==> config.mk <==
export PLATFORM = sky130hd
export DESIGN_NAME = seq_rom_scanner_flat
export DESIGN_NICKNAME = d
export VERILOG_FILES = /design/src/rtl/seq_rom_scanner_if.sv /design/src/rtl/seq_rom_scanner.sv /design/src/flat_wrapper.sv
export SDC_FILE = /design/constraint.sdc
export NUM_CORES = 1
export LEC_CHECK = 0
export ABC_AREA = 1
export CORE_ASPECT_RATIO = 1.5
export CORE_MARGIN = 2
export CORE_UTILIZATION = 35
export DETAILED_ROUTE_END_ITERATION = 8
export PLACE_DENSITY = 0.74
export SLEW_MARGIN = 15
export SYNTH_ARGS = -nofsm -noshare
export SYNTH_HDL_FRONTEND = slang
export SYNTH_SLANG_ARGS = --single-unit
==> constraint.sdc <==
create_clock -name clk_1KHz -period 2.6 [get_ports clk_1KHz]
set_input_delay 0.52 -clock clk_1KHz [delete_from_list [all_inputs] [get_ports clk_1KHz]]
set_output_delay 0.52 -clock clk_1KHz [all_outputs]
set_load 0.005 [all_outputs]
==> src/rtl/seq_rom_scanner_if.sv <==
// ROM read port bundle for seq_rom_scanner: address/strobe out, data back.
// The scanner takes the master side; the ROM (or its model) takes the slave side.
interface seq_rom_scanner_if #(
    parameter int unsigned ADDR_W = 10,
    parameter int unsigned DATA_W = 32
);
    logic [ADDR_W-1:0] rom_addr;
    logic              rom_en;
    logic [DATA_W-1:0] rom_data;

    modport master (
        output rom_addr,
        output rom_en,
        input  rom_data
    );

    modport slave (
        input  rom_addr,
        input  rom_en,
        output rom_data
    );
endinterface

==> src/rtl/seq_rom_scanner.sv <==
// Walks the sequence ROM from address 0 and classifies each word into the lastEnd code for taglist_gen.
// Optional even-parity check on each ROM word is enabled by defining SCAN_PARITY_EN.
module seq_rom_scanner #(
    parameter int unsigned ADDR_W  = 10,
    parameter int unsigned DATA_W  = 32,
    parameter int unsigned ROM_LAT = 1,
    parameter int unsigned GUARD   = 1
) (
    input  logic                clk_1KHz,
    input  logic                reset_n,
    input  logic                start,
    seq_rom_scanner_if.master   rom,
    output logic [1:0]          lastEnd,
    output logic [DATA_W-3:0]   word_out,
    output logic                scan_busy,
    output logic                scan_done,
    output logic                overflow_err,
    output logic                parity_err
);

    localparam int unsigned CNT_MAX = (ROM_LAT > GUARD) ? ROM_LAT : GUARD;
    localparam int unsigned CNT_W   = (CNT_MAX > 1) ? $clog2(CNT_MAX) : 1;

    localparam logic [1:0] CODE_PLAIN = 2'b00;
    localparam logic [1:0] CODE_NOP   = 2'b01;
    localparam logic [1:0] CODE_SEQ   = 2'b10;
    localparam logic [1:0] CODE_END   = 2'b11;

    localparam logic [ADDR_W-1:0] ADDR_LAST = '1;
    localparam logic [CNT_W-1:0]  WAIT_LD   = CNT_W'(ROM_LAT - 1);
    localparam logic [CNT_W-1:0]  GUARD_LD  = CNT_W'(GUARD - 1);

    typedef enum logic [2:0] {
        ST_IDLE,
        ST_FETCH,
        ST_WAIT,
        ST_EMIT,
        ST_GUARD,
        ST_DONE
    } state_t;

    state_t              r_state;
    logic [CNT_W-1:0]    r_cnt;
    logic [ADDR_W-1:0]   r_rom_addr;
    logic                r_rom_en;
    logic [1:0]          r_last_end;
    logic [DATA_W-3:0]   r_word_out;
    logic                r_scan_busy;
    logic                r_scan_done;
    logic                r_overflow_err;
    logic                r_parity_err;

    logic                w_eos;
    logic                w_eor;
    logic                w_at_last;
    logic                w_par_bad;
    logic                w_ovf;
    logic [1:0]          w_code;

    assign w_eos     = rom.rom_data[DATA_W-1];
    assign w_eor     = rom.rom_data[DATA_W-2];
    assign w_at_last = (r_rom_addr == ADDR_LAST);

`ifdef SCAN_PARITY_EN
    assign w_par_bad = ^rom.rom_data;
`else
    assign w_par_bad = 1'b0;
`endif

    assign w_ovf = !w_par_bad && !w_eor && w_at_last;

    // Priority: parity failure, end-of-ROM, address exhaustion, end-of-sequence, plain.
    always_comb begin
        w_code = CODE_PLAIN;
        if (w_par_bad || w_eor || w_at_last) begin
            w_code = CODE_END;
        end else if (w_eos) begin
            w_code = CODE_SEQ;
        end
    end

    // The word is classified on the capture edge so the registered code is
    // valid for the whole EMIT cycle; EMIT then branches on that stored code.
    always_ff @(posedge clk_1KHz or negedge reset_n) begin
        if (!reset_n) begin
            r_state        <= ST_IDLE;
            r_cnt          <= '0;
            r_rom_addr     <= '0;
            r_rom_en       <= 1'b0;
            r_last_end     <= CODE_NOP;
            r_word_out     <= '0;
            r_scan_busy    <= 1'b0;
            r_scan_done    <= 1'b0;
            r_overflow_err <= 1'b0;
            r_parity_err   <= 1'b0;
        end else begin
            case (r_state)
                ST_IDLE: begin
                    if (start) begin
                        r_state     <= ST_FETCH;
                        r_rom_addr  <= '0;
                        r_rom_en    <= 1'b1;
                        r_scan_busy <= 1'b1;
                    end
                end

                ST_FETCH: begin
                    r_rom_en <= 1'b0;
                    r_cnt    <= WAIT_LD;
                    r_state  <= ST_WAIT;
                end

                ST_WAIT: begin
                    if (r_cnt == '0) begin
                        r_last_end <= w_code;
                        r_word_out <= rom.rom_data[DATA_W-3:0];
                        if (w_par_bad) begin
                            r_parity_err <= 1'b1;
                        end
                        if (w_ovf) begin
                            r_overflow_err <= 1'b1;
                        end
                        r_state <= ST_EMIT;
                    end else begin
                        r_cnt <= r_cnt - CNT_W'(1);
                    end
                end

                ST_EMIT: begin
                    case (r_last_end)
                        CODE_END: begin
                            r_scan_busy <= 1'b0;
                            r_scan_done <= 1'b1;
                            r_state     <= ST_DONE;
                        end
                        CODE_SEQ: begin
                            r_last_end <= CODE_NOP;
                            r_cnt      <= GUARD_LD;
                            r_state    <= ST_GUARD;
                        end
                        default: begin
                            r_last_end <= CODE_NOP;
                            r_rom_addr <= r_rom_addr + ADDR_W'(1);
                            r_rom_en   <= 1'b1;
                            r_state    <= ST_FETCH;
                        end
                    endcase
                end

                ST_GUARD: begin
                    if (r_cnt == '0) begin
                        r_rom_addr <= r_rom_addr + ADDR_W'(1);
                        r_rom_en   <= 1'b1;
                        r_state    <= ST_FETCH;
                    end else begin
                        r_cnt <= r_cnt - CNT_W'(1);
                    end
                end

                ST_DONE: begin
                    if (start) begin
                        r_scan_done    <= 1'b0;
                        r_overflow_err <= 1'b0;
                        r_parity_err   <= 1'b0;
                        r_last_end     <= CODE_NOP;
                        r_rom_addr     <= '0;
                        r_rom_en       <= 1'b1;
                        r_scan_busy    <= 1'b1;
                        r_state        <= ST_FETCH;
                    end
                end

                default: begin
                    r_state <= ST_IDLE;
                end
            endcase
        end
    end

    assign rom.rom_addr  = r_rom_addr;
    assign rom.rom_en    = r_rom_en;
    assign lastEnd       = r_last_end;
    assign word_out      = r_word_out;
    assign scan_busy     = r_scan_busy;
    assign scan_done     = r_scan_done;
    assign overflow_err  = r_overflow_err;
    assign parity_err    = r_parity_err;

endmodule

==> src/flat_wrapper.sv <==
// flat-port wrapper written by rule: the top's interface ports become plain ports
module seq_rom_scanner_flat 
#(
    parameter int unsigned ADDR_W  = 10,
    parameter int unsigned DATA_W  = 32,
    parameter int unsigned ROM_LAT = 1,
    parameter int unsigned GUARD   = 1
)
  (clk_1KHz, reset_n, start, lastEnd, word_out, scan_busy, scan_done, overflow_err, parity_err, rom_rom_addr, rom_rom_en, rom_rom_data);
  seq_rom_scanner_if #(.ADDR_W(ADDR_W), .DATA_W(DATA_W)) rom_i ();
  input  logic clk_1KHz;
  input  logic reset_n;
  input  logic start;
  output logic [1:0] lastEnd;
  output logic [DATA_W-3:0] word_out;
  output logic scan_busy;
  output logic scan_done;
  output logic overflow_err;
  output logic parity_err;
  output wire logic [$bits(rom_i.rom_addr)-1:0] rom_rom_addr;
  output wire logic [$bits(rom_i.rom_en)-1:0] rom_rom_en;
  input wire logic [$bits(rom_i.rom_data)-1:0] rom_rom_data;
  assign rom_rom_addr = rom_i.rom_addr;
  assign rom_rom_en = rom_i.rom_en;
  assign rom_i.rom_data = rom_rom_data;
  seq_rom_scanner #(.ADDR_W(ADDR_W), .DATA_W(DATA_W), .ROM_LAT(ROM_LAT), .GUARD(GUARD)) u_core (.clk_1KHz(clk_1KHz), .reset_n(reset_n), .start(start), .rom(rom_i), .lastEnd(lastEnd), .word_out(word_out), .scan_busy(scan_busy), .scan_done(scan_done), .overflow_err(overflow_err), .parity_err(parity_err));
endmodule
==> out/qor.txt <==
Post-Syn Nets - 307
Status - completed
Number of I/O port buffers - 80
Detailed Route WL - 5244 µm
Postcts setup bufs - 0
Syn Std Cell Area - 0.002242 mm²
DR pass1 iterations - 4
Initial antenna violation count - 0
Max Cap Viol - 0
Synth Warn # - 0
VDD IR max - 511.8 µV
Static Leak - 1.529 nW
Startpoint Class - flop
IO Pins - 82
Area grow syn2layout - 43.30%
Post-synthesis async set-or-reset flop share - 100.0%
Buf/Inv on CP - 1
Max incr delay on CP - 570 ps
Clock buffer depth - 2
Number of hold buffers added after CTS - 0
Die area - 0.007075 mm²
Core area - 0.006175 mm²
Crit-path max FO - 5
Crit. End Element - output pin
Crit-path leading delay family - flip-flops
RSZ-0062 raised after global routing - no
Starting DRT DRC Count - 90
Worst path arrival time - 1380 ps
Share of layout cells above drive strength 1 - 8.807%
EDFF count, synth - 0
Num Clock Sinks - 49
Syn Inst Count - 271
Drc violations - 0
Setup TNS - 0 ps
CTS tree - done
R2R setup slack - 780 ps
Hold crit path type - primary input to async pin
Starting Density - 36.31%
CTS resizes - 0
Yosys top cell area share - 53.57%
H-tree depth - 2
Die H - 102.0 µm
Vias in the first global route - 1,848
Area leader, netlist - dfrtp_1
Sequential area share after synthesis - 54.74%
Number of fill cells - 604
Worst-Margin Slew - 608.5 ps
Via count of the routed design - 1,951
Netlist cell types - 28
Layout Skew - 7.713 ps
Gpl congestion - 0.7924
Drt via density - 4.580
GRT Total Usage - 14.95%
Die Wd - 69.35 µm
Layout Nets - 387
Most frequent cells in the layout - nand2_1 (130), clkdlybuf4s50_1 (79), dfrtp_1 (48), inv_1 (16), nand3_1 (13)
Final Cycle Share - 72.92%
Synth top area cells - dfrtp_1 (54%), nand2_1 (22%), nand3_1 (2.9%)
Congestion Overflow GR - 0
Final slew viol count - 0
Largest net degree at the start of global routing - 32
Routed WL per cell - 12.31 µm
Worst-path clk slew - 90 ps
Seq cells post-synth - 49
Fin crit period - 1896 ps
# rows - 35
Critical Path RT - 2080 ps
Max Fclk - 0.5275 GHz
Dpl hpwl - 3811 µm
Syn avg cell area - 8.274 µm²
PD cells - 1077 mW/mm²
Critical path, cell by cell - clkdlybuf4s50_1
Final Hold Violating Endpoints - 0
ANT cells - 0
Clk root buf - clkbuf_8
Crit path max-delay cell type - dfstp_2
Post-synth top flop - dfrtp_1
Relative slew slack - 59.39%
Worst-Skew Late Latency - 300 ps
Final Setup Violations - 0
Post-route ant nets - 0
Commonest non-fill, non-tap cell in the layout - nand2_1
Fin util - 52.04%
First-pass GRT wire length - 8473 µm
Worst setup path class - flop to output pin
Inserted Clock Buffers - 5
[Yosys cell counts (2+ instances only)]
library cell	number
nand3_1	13
nand3b_1	2
nand3_2	3
nand2_1	130
a21oi_1	2
nor2_1	9
xor2_1	2
dfrtp_1	48
inv_1	16
buf_6	2
o21ai_0	10
inv_2	2
nand4_1	3
o21ai_1	2
nor2_2	2
buf_2	6
nand2_2	3
o21ai_2	6
[path summary, 6_finish.rpt]
check | from | cells after the start | to
min | reset_n | 1 | u_core.word_out[4]$_DFFE_PN0N_
min reg2reg | u_core.word_out[10]$_DFFE_PN0N_ | 2 | u_core.word_out[10]$_DFFE_PN0N_
max | u_core.lastEnd[0]$_DFFE_PN1P_ | 1 | lastEnd[0]
max in group asynchronous | reset_n | 2 | u_core.lastEnd[0]$_DFFE_PN1P_
min in group clk_1KHz | u_core.word_out[10]$_DFFE_PN0N_ | 2 | u_core.word_out[10]$_DFFE_PN0N_
max reg2reg | u_core.r_state[2]$_DFFE_PN0N_ | 6 | u_core.word_out[3]$_DFFE_PN0N_
[per-stage QoR]
stage               cell area [µm²]  power (mW)  cells  setup WS (ps)  hold slack, ps
floorplan                      2242       2.173    271           1334           224.4
global placement               3098       2.912    418          674.9           453.2
detailed placement             3098       2.963    418          628.6           458.7
CTS                            3213       3.519    426          678.1           184.8
global route                   3213       3.759    426          530.4           209.1
finish                         3213       3.461    426          704.2           174.5
[cell families after synthesis]
group,share of synthesized area (%)
compound gates,6.139
xor+xnor,0.7814
fa+ha+maj,0.5579
buf+inv,6.139
flops,54.74
other cells,0.1673
simple gates,31.47
[metal layers]
layer | track usage [%] | up-vias | part of all wire, %
li1 | - | 1001 | -
met1 | 18.07 | 886 | 43
met2 | 26.18 | 57 | 50
met3 | 3.550 | 7 | 5.7
met4 | 5.279 | 0 | 1.8
met5 | 0 | - | 0
[final cells by class]
class                      count  area (µm²)  share of cell area, %
clock buffer                   5       68.82                  2.142
clock inverter                 3       46.29                  1.441
sequential                    49        1227                  38.20
multi-input combinational    193       877.1                  27.30
inverter                      20       77.57                  2.414
tap                           74       92.59                  2.882
timing repair buffer          82       823.3                  25.62
[sequential cells by signal, indices dropped and copies added, names as in the netlist]
signal,count
u_core.rom.rom_addr,10
u_core.scan_done,1
u_core.lastEnd,2
u_core.word_out,30
u_core.rom.rom_en,1
u_core.r_state,3
u_core.scan_busy,1
u_core.overflow_err,1
[power breakdown]
| group | switching (mW) | total, mW | internal [mW] | leakage (nW) |
|---|---|---|---|---|
| logic | 0.797 | 1.60 | 0.802 | 0.861 |
| registers | 0.230 | 1.32 | 1.09 | 0.614 |
| clock network | 0.258 | 0.546 | 0.288 | 0.0543 |
(Power assumes the default switching activity.)
